[src/rtl/decoder_rr_arbiter.sv]
// decoder_rr_arbiter: round-robin share of a 2-to-4 enable decoder with bounded hold and a one-cycle break-before-make gap
module decoder_rr_arbiter #(
  parameter int HOLD_MAX = 4,
  parameter int CW       = $clog2(HOLD_MAX + 1)
) (
  input  logic       clk,
  input  logic       rst,
  input  logic [3:0] req,
  output logic [1:0] sel,
  output logic       en,
  output logic [3:0] gnt,
  output logic       busy,
  output logic       timeout
);
  typedef enum logic [1:0] {IDLE, GRANT, GAP} state_t;
  state_t        r_state;
  logic [1:0]    r_ptr;
  logic [CW-1:0] r_cnt;
  logic [1:0]    w_win;
  if (HOLD_MAX < 1 || HOLD_MAX > 255) begin : g_bad_hold
    $error("HOLD_MAX must be in 1..255");
  end
  // circular scan from r_ptr; lowest offset with a request wins
  always_comb begin
    w_win = r_ptr;
    for (int k = 3; k >= 0; k--)
      if (req[r_ptr + 2'(k)]) w_win = r_ptr + 2'(k);
  end
  always_ff @(posedge clk or posedge rst) begin
    if (rst) begin
      r_state <= IDLE;
      r_ptr   <= '0;
      r_cnt   <= '0;
      sel     <= '0;
      en      <= 1'b0;
      gnt     <= '0;
      busy    <= 1'b0;
      timeout <= 1'b0;
    end else begin
      case (r_state)
        GRANT: begin
          if (!req[sel] || r_cnt == CW'(HOLD_MAX - 1)) begin
            r_state <= GAP;
            r_ptr   <= sel + 2'd1;
            timeout <= req[sel];
            en      <= 1'b0;
            gnt     <= '0;
            busy    <= 1'b0;
          end else begin
            r_cnt <= r_cnt + 1'b1;
          end
        end
        default: begin
          timeout <= 1'b0;
          r_state <= |req ? GRANT : IDLE;
          if (|req) begin
            sel   <= w_win;
            en    <= 1'b1;
            gnt   <= 4'b0001 << w_win;
            busy  <= 1'b1;
            r_cnt <= '0;
          end
        end
      endcase
    end
  end
endmodule

[config.mk]
export PLATFORM = sky130hd
export DESIGN_NAME = decoder_rr_arbiter
export DESIGN_NICKNAME = d
export VERILOG_FILES = /design/src/rtl/decoder_rr_arbiter.sv
export SDC_FILE = /design/constraint.sdc
export NUM_CORES = 1
export LEC_CHECK = 0
export CAP_MARGIN = 20
export CORE_MARGIN = 4
export CORE_UTILIZATION = 44
export DETAILED_ROUTE_END_ITERATION = 16
export PLACE_DENSITY = 0.82
export SLEW_MARGIN = 0
export SYNTH_ARGS = -nofsm -noshare
export SYNTH_HDL_FRONTEND = slang
export SYNTH_SLANG_ARGS = --single-unit
export TNS_END_PERCENT = 50
[constraint.sdc]
create_clock -name clk -period 1.43 [get_ports clk]
set_input_delay 0.143 -clock clk [delete_from_list [all_inputs] [get_ports clk]]
set_output_delay 0.143 -clock clk [all_outputs]
set_load 0.03 [all_outputs]
# --- After elaboration in Yosys (flattened, before gate mapping) ---
# Cells that the tools add are included.
classes:
  add_sub_neg: 5
  order_cmp: 5
  eq_ne: 4
  shift: 1
  mux: 28
  n_bitwise: 1
  n_reduce_logical: 8
ops:
  columns: ["op", "count"]
  rows:
  - ["$lt A2 B3 Y1 const B", 5]
  - ["$mux W2", 6]
  - ["$mux W4", 3]
  - ["$mux W1", 11]
  - ["$bmux W1 S2", 5]
  - ["$mux W3", 3]
  - ["$reduce_and A2 Y1", 4]
  - ["$add A2 B1 Y2 const B", 2]
  - ["$add A2 B2 Y2 const B", 2]
  - ["$ne A2 B2 Y1 const B", 2]
  - ["$reduce_or A4 Y1", 1]
  - ["$shl A1 B2 Y4 const A", 1]
  - ["$add A3 B1 Y3 const B", 1]
  - ["$eq A3 B2 Y1 const B", 1]
  - ["$eq A2 B1 Y1 const B", 1]
  - ["$reduce_bool A2 Y1", 1]
  - ["$logic_not A1 Y1", 1]
  - ["$logic_or A1 B1 Y1", 1]
  - ["$not A1 Y1", 1]
totals:
  reg_bits: 15
  in_bits: 6

# --- Depth between registers and ports, before layout ---
# Gate-level depths: netlist (run 1).
depth:
  depth_word: 10
  mapped_depth: 6
  ltp_nobuf: 6

# --- Worst setup path after synthesis (run 1) ---
# No wires, ideal clock.
synth_path:
  kind: "reg-to-reg"
  start: "register sel[1]"
  end: "register gnt[0]"
  setup_time_ps: 142
  t_arrival_ps: 1500
  t_required_ps: 1288
  path_slack_ps: -212
  stages_incl_launch_ff: 4
  path_buffers: 0
  period_less_slack_ps: 1642
  cell_sequence: "dfrtp_1 > mux4_2 > a21oi_4 > o32ai_1"
synth_via:
  elab_chain_len: 6
synth_lines:
  columns: ["element", "line", "source"]
  rows:
  - ["from (decl)", "9", "output logic [1:0] sel,"]
  - ["from (signal assigned)", "57", "sel <= w_win;"]
  - ["$bmux W1 S2", "42", "if (!req[sel] || r_cnt == CW'(HOLD_MAX - 1)) begin"]
  - ["$mux W1 (implied by the code)", "42", null]
  - ["$logic_not A1 Y1", "42", null]
  - ["$logic_or A1 B1 Y1", "42", null]
  - ["$ne A2 B2 Y1 (no line)", null, null]
  - ["$reduce_and A2 Y1 (no line)", null, null]
  - ["to (signal assigned)", "59", "gnt <= 4'b0001 << w_win;"]
  - ["to (decl)", "11", "output logic [3:0] gnt,"]
# No other way between the ends. The select of a mux whose other input is x is not followed.
# A chain may end at the register's enable or synchronous reset.

# --- Worst setup path after layout (run 1) ---
layout_path:
  start: "register sel[1]"
  end: "register r_ptr[1]"
layout_via:
  elab_chain_len: 5
layout_lines:
  columns: ["element", "line", "source"]
  rows:
  - ["$bmux W1 S2", "42", null]
  - ["$mux W1 (implied by the code)", "42", null]
  - ["$logic_not A1 Y1", "42", null]
  - ["$logic_or A1 B1 Y1", "42", null]
  - ["$reduce_and A2 Y1 (no line)", null, null]
  - ["to (signal assigned)", "44", "r_ptr <= sel + 2'd1;"]
  - ["to (decl)", "17", "logic [1:0] r_ptr;"]
# Several ways; a longest one is shown, not always the timed one. The select of a mux whose other input is x is not followed.

==> results of run 1 <==
==> how the worst max path moves through the flow <==
stage,endpoint,from,slack (ns),cells past startpoint
floorplan,gnt[0],sel[1],-0.08,3
global placement,r_ptr[1],req[0],-0.30,5
detailed placement,r_ptr[0],req[0],-0.31,5
CTS,gnt[1],sel[1],-0.03,3
global route,gnt[1],sel[1],-0.12,3
finish,r_ptr[1],sel[1],-0.01,4
==> routing by layer <==
layer / track usage [%] / share of wire [%] / vias to the layer above
met3: 2.67 / 2.7 / 0
met4: 2.69 / 0 / 0
met2: 24.6 / 48 / 11
li1: - / - / 329
met5: 0 / 0 / -
met1: 19.1 / 49 / 320
==> critical path, cell delays in order, from the launching register on <==
cell     delay [ns]
dfrtp_2        0.38
mux4_2         0.59
a21oi_4        0.23
nor2_1         0.06
a21oi_1        0.12
==> registers in the layout, indices dropped and copies added (netlist names) <==
name / count
timeout: 1
busy: 1
sel: 2
r_cnt: 3
r_ptr: 2
gnt: 4
r_state: 2
==> layout by cell type (no fill, tap or decap), drive strengths merged, types with 2 or more instances in the layout <==
master	n
nor2b	2
o211a	2
inv	6
dlygate4sd2	10
ha	2
o21bai	2
o21ai	5
a21oi	5
nand3	4
clkbuf	3
o32ai	4
buf	10
nor2	3
nand2	9
clkdlybuf4s50	4
dfrtp	15
==> timing repair <==
action,CTS,global route
hold buffers,0,0
endpoints found under the setup margin,19,10
resized for setup,11,1
setup buffers,0,0
hold endpoints to repair,0,0
cloned,1,0
==> cells by family (layout without fill, tap and decap cells) <==
family          Yosys count  after routing  share of synthesized area (%)
compound gates           26             27                           27.7
fa+ha+maj                 2              2                           3.14
flops                    15             15                           47.2
mux                       1              1                           2.83
buf+inv                  11             34                           6.60
xor+xnor                  1              1                           1.10
simple gates             20             20                           11.5
==> per-stage QoR <==
step | cells | setup slack [ns]
after floorplan | 76 | -0.0813
after global placement | 120 | -0.302
after detailed placement | 120 | -0.313
after CTS | 125 | -0.0268
after global routing | 125 | -0.118
final | 125 | -0.0145
==> final cells by class <==
class | instances | area [µm²] | share of cell area, %
inverters | 6 | 22.5 | 2.13
clock inverters | 1 | 5.00 | 0.472
repair buffers | 24 | 215 | 20.3
multi-input cells | 51 | 387 | 36.5
well taps | 25 | 31.3 | 2.95
clock buffers | 3 | 22.5 | 2.13
flip-flops and latches | 15 | 377 | 35.5
==> power groups by stage <==
stage	Clock [mW]	Combinational, mW	Sequential [mW]
2_1_floorplan	0	0.640	0.829
3_3_place_gp	0	1.19	0.699
3_5_place_dp	0	1.21	0.707
4_1_cts	0.246	1.20	0.697
5_1_grt	0.258	1.31	0.725
6_report	0.242	1.20	0.699
==> flow_summary.json, run 1 <==
{
  "drv_cap": 0,
  "reg2reg_depth": 4,
  "synth_flop_cell": "dfrtp_1",
  "core_area_um2": 1730,
  "cts_root_buf": "clkbuf_4",
  "die_area_um2": 2550,
  "cts_sinks": 15,
  "status": "finished with violations",
  "critPathLaunchType": "register",
  "netlist_area_um2": 796,
  "yosysSeqAreaShare_pct": 47.2,
  "power.switching_mw": 0.944,
  "p_per_area_nw_per_um2": 2020,
  "slew_headroom_pct": 75.1,
  "drive_above_1_share_pct": 22.0,
  "synth.largest_area_cell": "dfrtp_1",
  "timing.rr.start": "sel[1]",
  "drt-vias-per-instance": 5.28,
  "diodes": 0,
  "rsz0062_at_grt": "true",
  "hold_path.class": "primary input to asynchronous set/reset pin",
  "vias": 660,
  "synthCells": 76,
  "timing.final.ws_setup_ns": -0.0145,
  "violations": "setup timing",
  "clock_path_buffers": 2,
  "h-tree-depth": 1,
  "synth.top_cell.area_share_pct": 47.2,
  "finalHoldViolCount": 0,
  "cp_max_fo": 5,
  "rrSetupSlack_ns": -0.01,
  "intPower_mw": 1.20,
  "die_y_um": 50.5,
  "num_io_pins": 15,
  "antenna_found_initial": 0,
  "p_leak_nw": 0.505,
  "postLayoutCoreUtil_pct": 61.4,
  "grt_pass1_wl_um": 2860,
  "clk_pin_slew_ns": 0.09,
  "grt_max_degree": 18,
  "fin_total_pwr_mw": 2.14,
  "track_usage_pct": 14.4,
  "cts_tree": "done",
  "syn_avg_cell_area_um2": 10.5,
  "synth.most_common_cell": "dfrtp_1",
  "max_clock_freq_mhz": 692,
  "grt.overflow.total": 0,
  "ys_seq_elements": 15,
  "insertion_delay_ns": 0.28,
  "synth_cell_types": 28,
  "r2r-end": "r_ptr[1]",
  "worstMarginPinSlew_ns": 0.374,
  "areaGrowthSynthToFinish_pct": 33.2,
  "crit_type": "register to register",
  "gp_congestion": 0.863,
  "ys_top_cells_by_count": "15 x dfrtp_1, 9 x nand2_1, 6 x inv_1, 5 x o21ai_0",
  "hold_slack_ns": 0.0574,
  "synth_area_leaders": "dfrtp_1 47%, o32ai_1 4.4%, nand2_1 4.2%",
  "port_buffers": 14,
  "nets": 109,
  "async_reset_ff_share_pct": 100,
  "ant_nets": 0,
  "setup-tns-final_ns": -0.0476,
  "dpl_cell_area_um2": 1030,
  "initial_core_util_pct": 46.1,
  "worstSetupEndpointType": "register",
  "drt-total-wl_um": 1670,
  "crit_arrival_ns": 1.66,
  "drt_iter0_drc": 13,
  "min_period_over_period_pct": 101,
  "routedWlPerCell_um": 13.3,
  "die_w_um": 50.5,
  "fin_skew_ns": 0.00301,
  "design_area_um2": 1060,
  "synth_edf_count": 0,
  "ys_warn_count": 0,
  "dr.pass1.iters": 4,
  "min_period_ns": 1.44,
  "drc": 0,
  "drv_slew": 0,
  "seqPwrFrac_pct": 32.7,
  "grt_pass1_vias": 634,
  "dp_hpwl_um": 1230,
  "combPwrFrac_pct": 56.0,
  "fill_cells": 148,
  "placementRows": 15,
  "critPathRequiredTime_ns": 1.64,
  "clkPwrFrac_pct": 11.3,
  "syn-num-nets": 84,
  "cts_made_buffers": 3,
  "p_sw_share_pct": 44.1,
  "vdd_drop_max_mv": 1.02,
  "setup_violations": 4
}
(Power assumes the default switching activity.)
==> inputs of run 2 (changes only) <==
--- a/config.mk
+++ b/config.mk
@@ -10,6 +10,7 @@
 export CORE_UTILIZATION = 44
 export DETAILED_ROUTE_END_ITERATION = 16
 export PLACE_DENSITY = 0.82
+export RECOVER_POWER = 50
 export SLEW_MARGIN = 0
 export SYNTH_ARGS = -nofsm -noshare
 export SYNTH_HDL_FRONTEND = slang
==> flow_summary.json, run 2 (same netlist as run 1, synthesis figures left out) <==
{
  "vdd_drop_max_mv": 1.02,
  "final_cell_mix": "14 x dfrtp_1, 10 x dlygate4sd2_1, 9 x nand2_1, 8 x buf_4, 6 x inv_1",
  "fin_skew_ns": 0.00378,
  "hold_buffers": 0,
  "p_sw_share_pct": 44.1,
  "dp_hpwl_um": 1230,
  "crit_type": "register to register",
  "seqCellArea_um2": 377,
  "pre_cts_ws_ns": -0.313,
  "power.switching_mw": 0.942,
  "reg.largest.list": "gnt x4, r_cnt x3",
  "wl_met2_um": 803,
  "initial_core_util_pct": 46.1,
  "worstPathCellList": "mux4_2 > a21oi_2 > o32ai_1",
  "crit_buf_inv": 0,
  "intPower_mw": 1.20,
  "routed.top_layer": "met4",
  "crit_arrival_ns": 1.62,
  "hold_slack_ns": 0.193,
  "num_io_pins": 15,
  "wl_met3_um": 65,
  "p_leak_nw": 0.502,
  "largest_register_ffs": 4,
  "grt_pass1_vias": 634,
  "cts_setup_buffers": 0,
  "cts_tree": "done",
  "areaGrowthSynthToFinish_pct": 32.7,
  "placementRows": 15,
  "min_period_over_period_pct": 101,
  "largest-register": "gnt",
  "worstSetupEndpointType": "register",
  "hold_path.class": "primary input to asynchronous set/reset pin",
  "drt-vias-per-instance": 5.40,
  "grt_pass1_wl_um": 2860,
  "critPathLaunchType": "register",
  "drive_above_1_share_pct": 21.0,
  "timing.final.ws_setup_ns": -0.0161,
  "drv_slew": 0,
  "clock_path_buffers": 2,
  "cts_made_buffers": 3,
  "core_area_um2": 1730,
  "rsz0062_at_grt": "true",
  "drt_iter0_drc": 17,
  "fill_cells": 150,
  "drc": 0,
  "antenna_found_initial": 0,
  "gp_congestion": 0.863,
  "status": "finished with violations",
  "critPathRequiredTime_ns": 1.60,
  "crit_start": "sel[1]",
  "drv_cap": 0,
  "p_per_area_nw_per_um2": 2020,
  "clk_pin_slew_ns": 0.09,
  "routedWlPerCell_um": 13.4,
  "slew_headroom_pct": 65.5,
  "grt_max_degree": 18,
  "cp_top_family": "multiplexers",
  "multiInputGateArea_um2": 387,
  "worstMarginPinSlew_ns": 0.518,
  "cts_sinks": 15,
  "grt.overflow.total": 0,
  "violations": "setup timing",
  "combPwrFrac_pct": 56.0,
  "drt-total-wl_um": 1670,
  "max_clock_freq_mhz": 692,
  "seqPwrFrac_pct": 32.6,
  "dr.pass1.iters": 4,
  "layout_commonest_cell": "dfrtp_1",
  "postLayoutCoreUtil_pct": 61.2,
  "ant_nets": 0,
  "die_area_um2": 2550,
  "clkPwrFrac_pct": 11.4,
  "insertion_delay_ns": 0.29,
  "diodes": 0,
  "port_buffers": 14,
  "critPathMaxStageDelay_ns": 0.59,
  "cp_max_fo": 5,
  "track_usage_pct": 14.4,
  "nets": 109,
  "die_w_um": 50.5,
  "cp_slowest_cell": "mux4_2",
  "h-tree-depth": 1,
  "wl_met1_um": 795,
  "min_period_ns": 1.45,
  "timing.rr.start": "sel[1]",
  "finalHoldViolCount": 0,
  "setup_violations": 4,
  "die_y_um": 50.5,
  "cts_root_buf": "clkbuf_4",
  "vias": 675
}
-- run 2: final timing paths --
path / endpoint / slack, ns / cells past startpoint
min in group clk: r_state[0] / 0.51 / 4
hold / removal: r_cnt[1] / 0.19 / 2
max in group asynchronous: r_state[0] / 0.53 / 3
setup reg to reg: gnt[1] / -0.02 / 3
setup / recovery: gnt[1] / -0.02 / 3
hold reg to reg: r_cnt[1] / 0.52 / 2
-- run 2: timing repair --
item,4_1_cts,5_1_grt
resized for setup,11,1
cloned,1,0
endpoints found under the setup margin,19,10
hold endpoints to repair,0,0
-- run 2: per-layer routing --
metal	track usage, %	vias to the layer above
met1	19.1	326
met3	2.67	2
met5	0	-
met4	2.69	0
li1	-	328
met2	24.6	19
-- run 2: cell type report --
type	count	share of cell area [%]
timing repair buffer	24	20.0
inverter	6	2.13
sequential	15	35.7
clock buffer	3	2.13
multi-input combinational	51	36.6
tap	25	2.96
clock inverter	1	0.474
-- run 2: power groups by stage --
stage	sequential (mW)	clock, mW	combinational, mW
after floorplan	0.829	0	0.640
after detailed placement	0.707	0	1.21
final	0.697	0.243	1.20
after global placement	0.699	0	1.19
after CTS	0.697	0.246	1.20
after global routing	0.725	0.258	1.31
-- run 2: per-stage QoR --
step,area [µm²],cells,TNS (ns),power (mW)
2_1_floorplan,797,76,-0.683,1.47
3_3_place_gp,1030,120,-3.57,1.89
3_5_place_dp,1030,120,-3.63,1.92
4_1_cts,1050,125,-0.0971,2.14
5_1_grt,1060,125,-0.701,2.29
6_report,1060,125,-0.0397,2.14
==> inputs of run 3 (changes only) <==
--- a/config.mk
+++ b/config.mk
@@ -6,9 +6,11 @@
 export NUM_CORES = 1
 export LEC_CHECK = 0
 export CAP_MARGIN = 20
+export CORE_ASPECT_RATIO = 0.9
 export CORE_MARGIN = 4
 export CORE_UTILIZATION = 44
 export DETAILED_ROUTE_END_ITERATION = 16
+export GPL_TIMING_DRIVEN = 0
 export PLACE_DENSITY = 0.82
 export RECOVER_POWER = 50
 export SLEW_MARGIN = 0
==> flow_summary.json, run 3 (same netlist as run 1, synthesis figures left out) <==
{
  "routedWlPerCell_um": 13.7,
  "drv_cap": 0,
  "drt-vias-per-instance": 5.42,
  "p_per_area_nw_per_um2": 2130,
  "reg.largest.list": "gnt x4, r_cnt x3",
  "fill_cells": 149,
  "fin_skew_ns": 0.00828,
  "clk_pin_slew_ns": 0.09,
  "cts_root_buf": "clkbuf_4",
  "cp_max_fo": 5,
  "hold_path.class": "primary input to register",
  "vdd_drop_max_mv": 1.12,
  "status": "finished with violations",
  "drive_above_1_share_pct": 24.0,
  "drc": 0,
  "antenna_found_initial": 0,
  "insertion_delay_ns": 0.29,
  "grt_max_degree": 16,
  "die_y_um": 48.3,
  "worstPathCellList": "mux4_2 > a21oi_4 > o32ai_1",
  "p_sw_share_pct": 44.7,
  "power.switching_mw": 0.970,
  "grt.overflow.total": 0,
  "reg2reg_depth": 3,
  "core_area_um2": 1700,
  "routed.top_layer": "met4",
  "design_area_um2": 1020,
  "cts_tree": "done",
  "min_period_over_period_pct": 104,
  "cts_made_buffers": 3,
  "largest_register_ffs": 4,
  "clock_path_buffers": 2,
  "rsz0062_at_grt": "true",
  "nets": 105,
  "crit_arrival_ns": 1.63,
  "violations": "setup timing",
  "pre_cts_ws_ns": -0.446,
  "postLayoutCoreUtil_pct": 60.0,
  "p_leak_nw": 0.482,
  "hold_end": "gnt[1]",
  "setup_violations": 7,
  "worstMarginPinSlew_ns": 0.562,
  "crit_type": "register to register",
  "timing.rr.start": "sel[1]",
  "grt_pass1_vias": 680,
  "clkPwrFrac_pct": 11.4,
  "min_period_ns": 1.48,
  "fin_total_pwr_mw": 2.17,
  "critPathLaunchType": "register",
  "wl_met1_um": 794,
  "path_depth": 3,
  "die_area_um2": 2550,
  "dr.pass1.iters": 4,
  "crit_buf_inv": 0,
  "areaGrowthSynthToFinish_pct": 28.1,
  "r2r-end": "gnt[3]",
  "layout_commonest_cell": "dfrtp_1",
  "hold_buffers": 0,
  "cp_slowest_cell": "mux4_2",
  "drv_slew": 0,
  "grt_pass1_wl_um": 2910,
  "initial_core_util_pct": 46.8,
  "worstSetupEndpointType": "register",
  "dpl_cell_area_um2": 947,
  "hold_slack_ns": 0.304,
  "num_io_pins": 15,
  "finalHoldViolCount": 0,
  "hold_start": "req[3]",
  "seqPwrFrac_pct": 31.5,
  "dp_hpwl_um": 1130,
  "critPathMaxStageDelay_ns": 0.59,
  "largest-register": "gnt",
  "slew_headroom_pct": 62.5,
  "cp_top_family": "multiplexers",
  "placementRows": 14,
  "timing.final.ws_setup_ns": -0.0526,
  "intPower_mw": 1.20,
  "die_w_um": 52.8,
  "drt_iter0_drc": 9,
  "h-tree-depth": 1,
  "port_buffers": 12,
  "combPwrFrac_pct": 57.1,
  "hold_depth": 4,
  "final_cell_mix": "14 x dfrtp_1, 11 x dlygate4sd2_1, 9 x nand2_1, 6 x buf_4, 5 x inv_1",
  "rrSetupSlack_ns": -0.05,
  "max_clock_freq_mhz": 675,
  "drt-total-wl_um": 1640,
  "wl_met3_um": 60,
  "ant_nets": 0,
  "seqCellArea_um2": 377,
  "wl_met2_um": 741,
  "track_usage_pct": 15.0,
  "critPathRequiredTime_ns": 1.58,
  "gp_congestion": 0.707,
  "diodes": 0,
  "multiInputGateArea_um2": 403,
  "vias": 650,
  "cts_sinks": 15
}
## run 3: cell count changes in the layout (fill, tap and decap cells not counted), sizes merged
cell / delta
clkinv: -1
buf: -1
clkdlybuf4s50: -3
dlygate4sd2: +1
## run 3: what timing repair did
item,in CTS,in global routing
gates resized for setup,12,9
setup endpoints to repair,22,12
cloned,1,0
pin swaps,1,2
setup buffers,2,1
## run 3: final cells by class
cell class / count / share of cell area (%)
Clock buffer: 4 / 2.58
Tap cell: 24 / 2.94
Inverter: 6 / 2.21
Timing Repair Buffer: 15 / 12.6
Buffer: 5 / 3.19
Sequential cell: 15 / 36.9
Multi-Input combinational cell: 51 / 39.5
## run 3: power groups by stage
stage	clock network (mW)	registers (mW)	logic [mW]
3_3_place_gp	0	0.695	1.07
2_1_floorplan	0	0.829	0.640
3_5_place_dp	0	0.698	1.10
4_1_cts	0.248	0.683	1.14
5_1_grt	0.263	0.711	1.36
6_report	0.247	0.683	1.24
## run 3: layer usage
metal	up-vias	GRT usage (%)
met3	6	2.76
met2	15	22.3
li1	319	-
met4	0	6.81
met5	-	0
met1	310	20.8
## run 3: through the flow
step	setup TNS, ns	std cells
5_1_grt	-1.01	120
3_3_place_gp	-4.94	112
2_1_floorplan	-0.683	76
4_1_cts	-0.367	119
3_5_place_dp	-5.51	112
6_report	-0.223	120
## run 3: worst register-to-register path, cell delays in order (launching register included)
cell     delay, ns
dfrtp_2       0.39
mux4_2        0.59
a21oi_4       0.24
o32ai_1       0.11
## run 3: worst max-delay path by stage
stage | from | endpoint | slack (ns)
2_1_floorplan | sel[1] | gnt[0] | -0.08
3_3_place_gp | req[0] | gnt[2] | -0.39
3_5_place_dp | req[0] | r_ptr[1] | -0.45
4_1_cts | sel[1] | r_ptr[1] | -0.08
5_1_grt | sel[1] | r_ptr[0] | -0.14
6_report | sel[1] | gnt[3] | -0.05
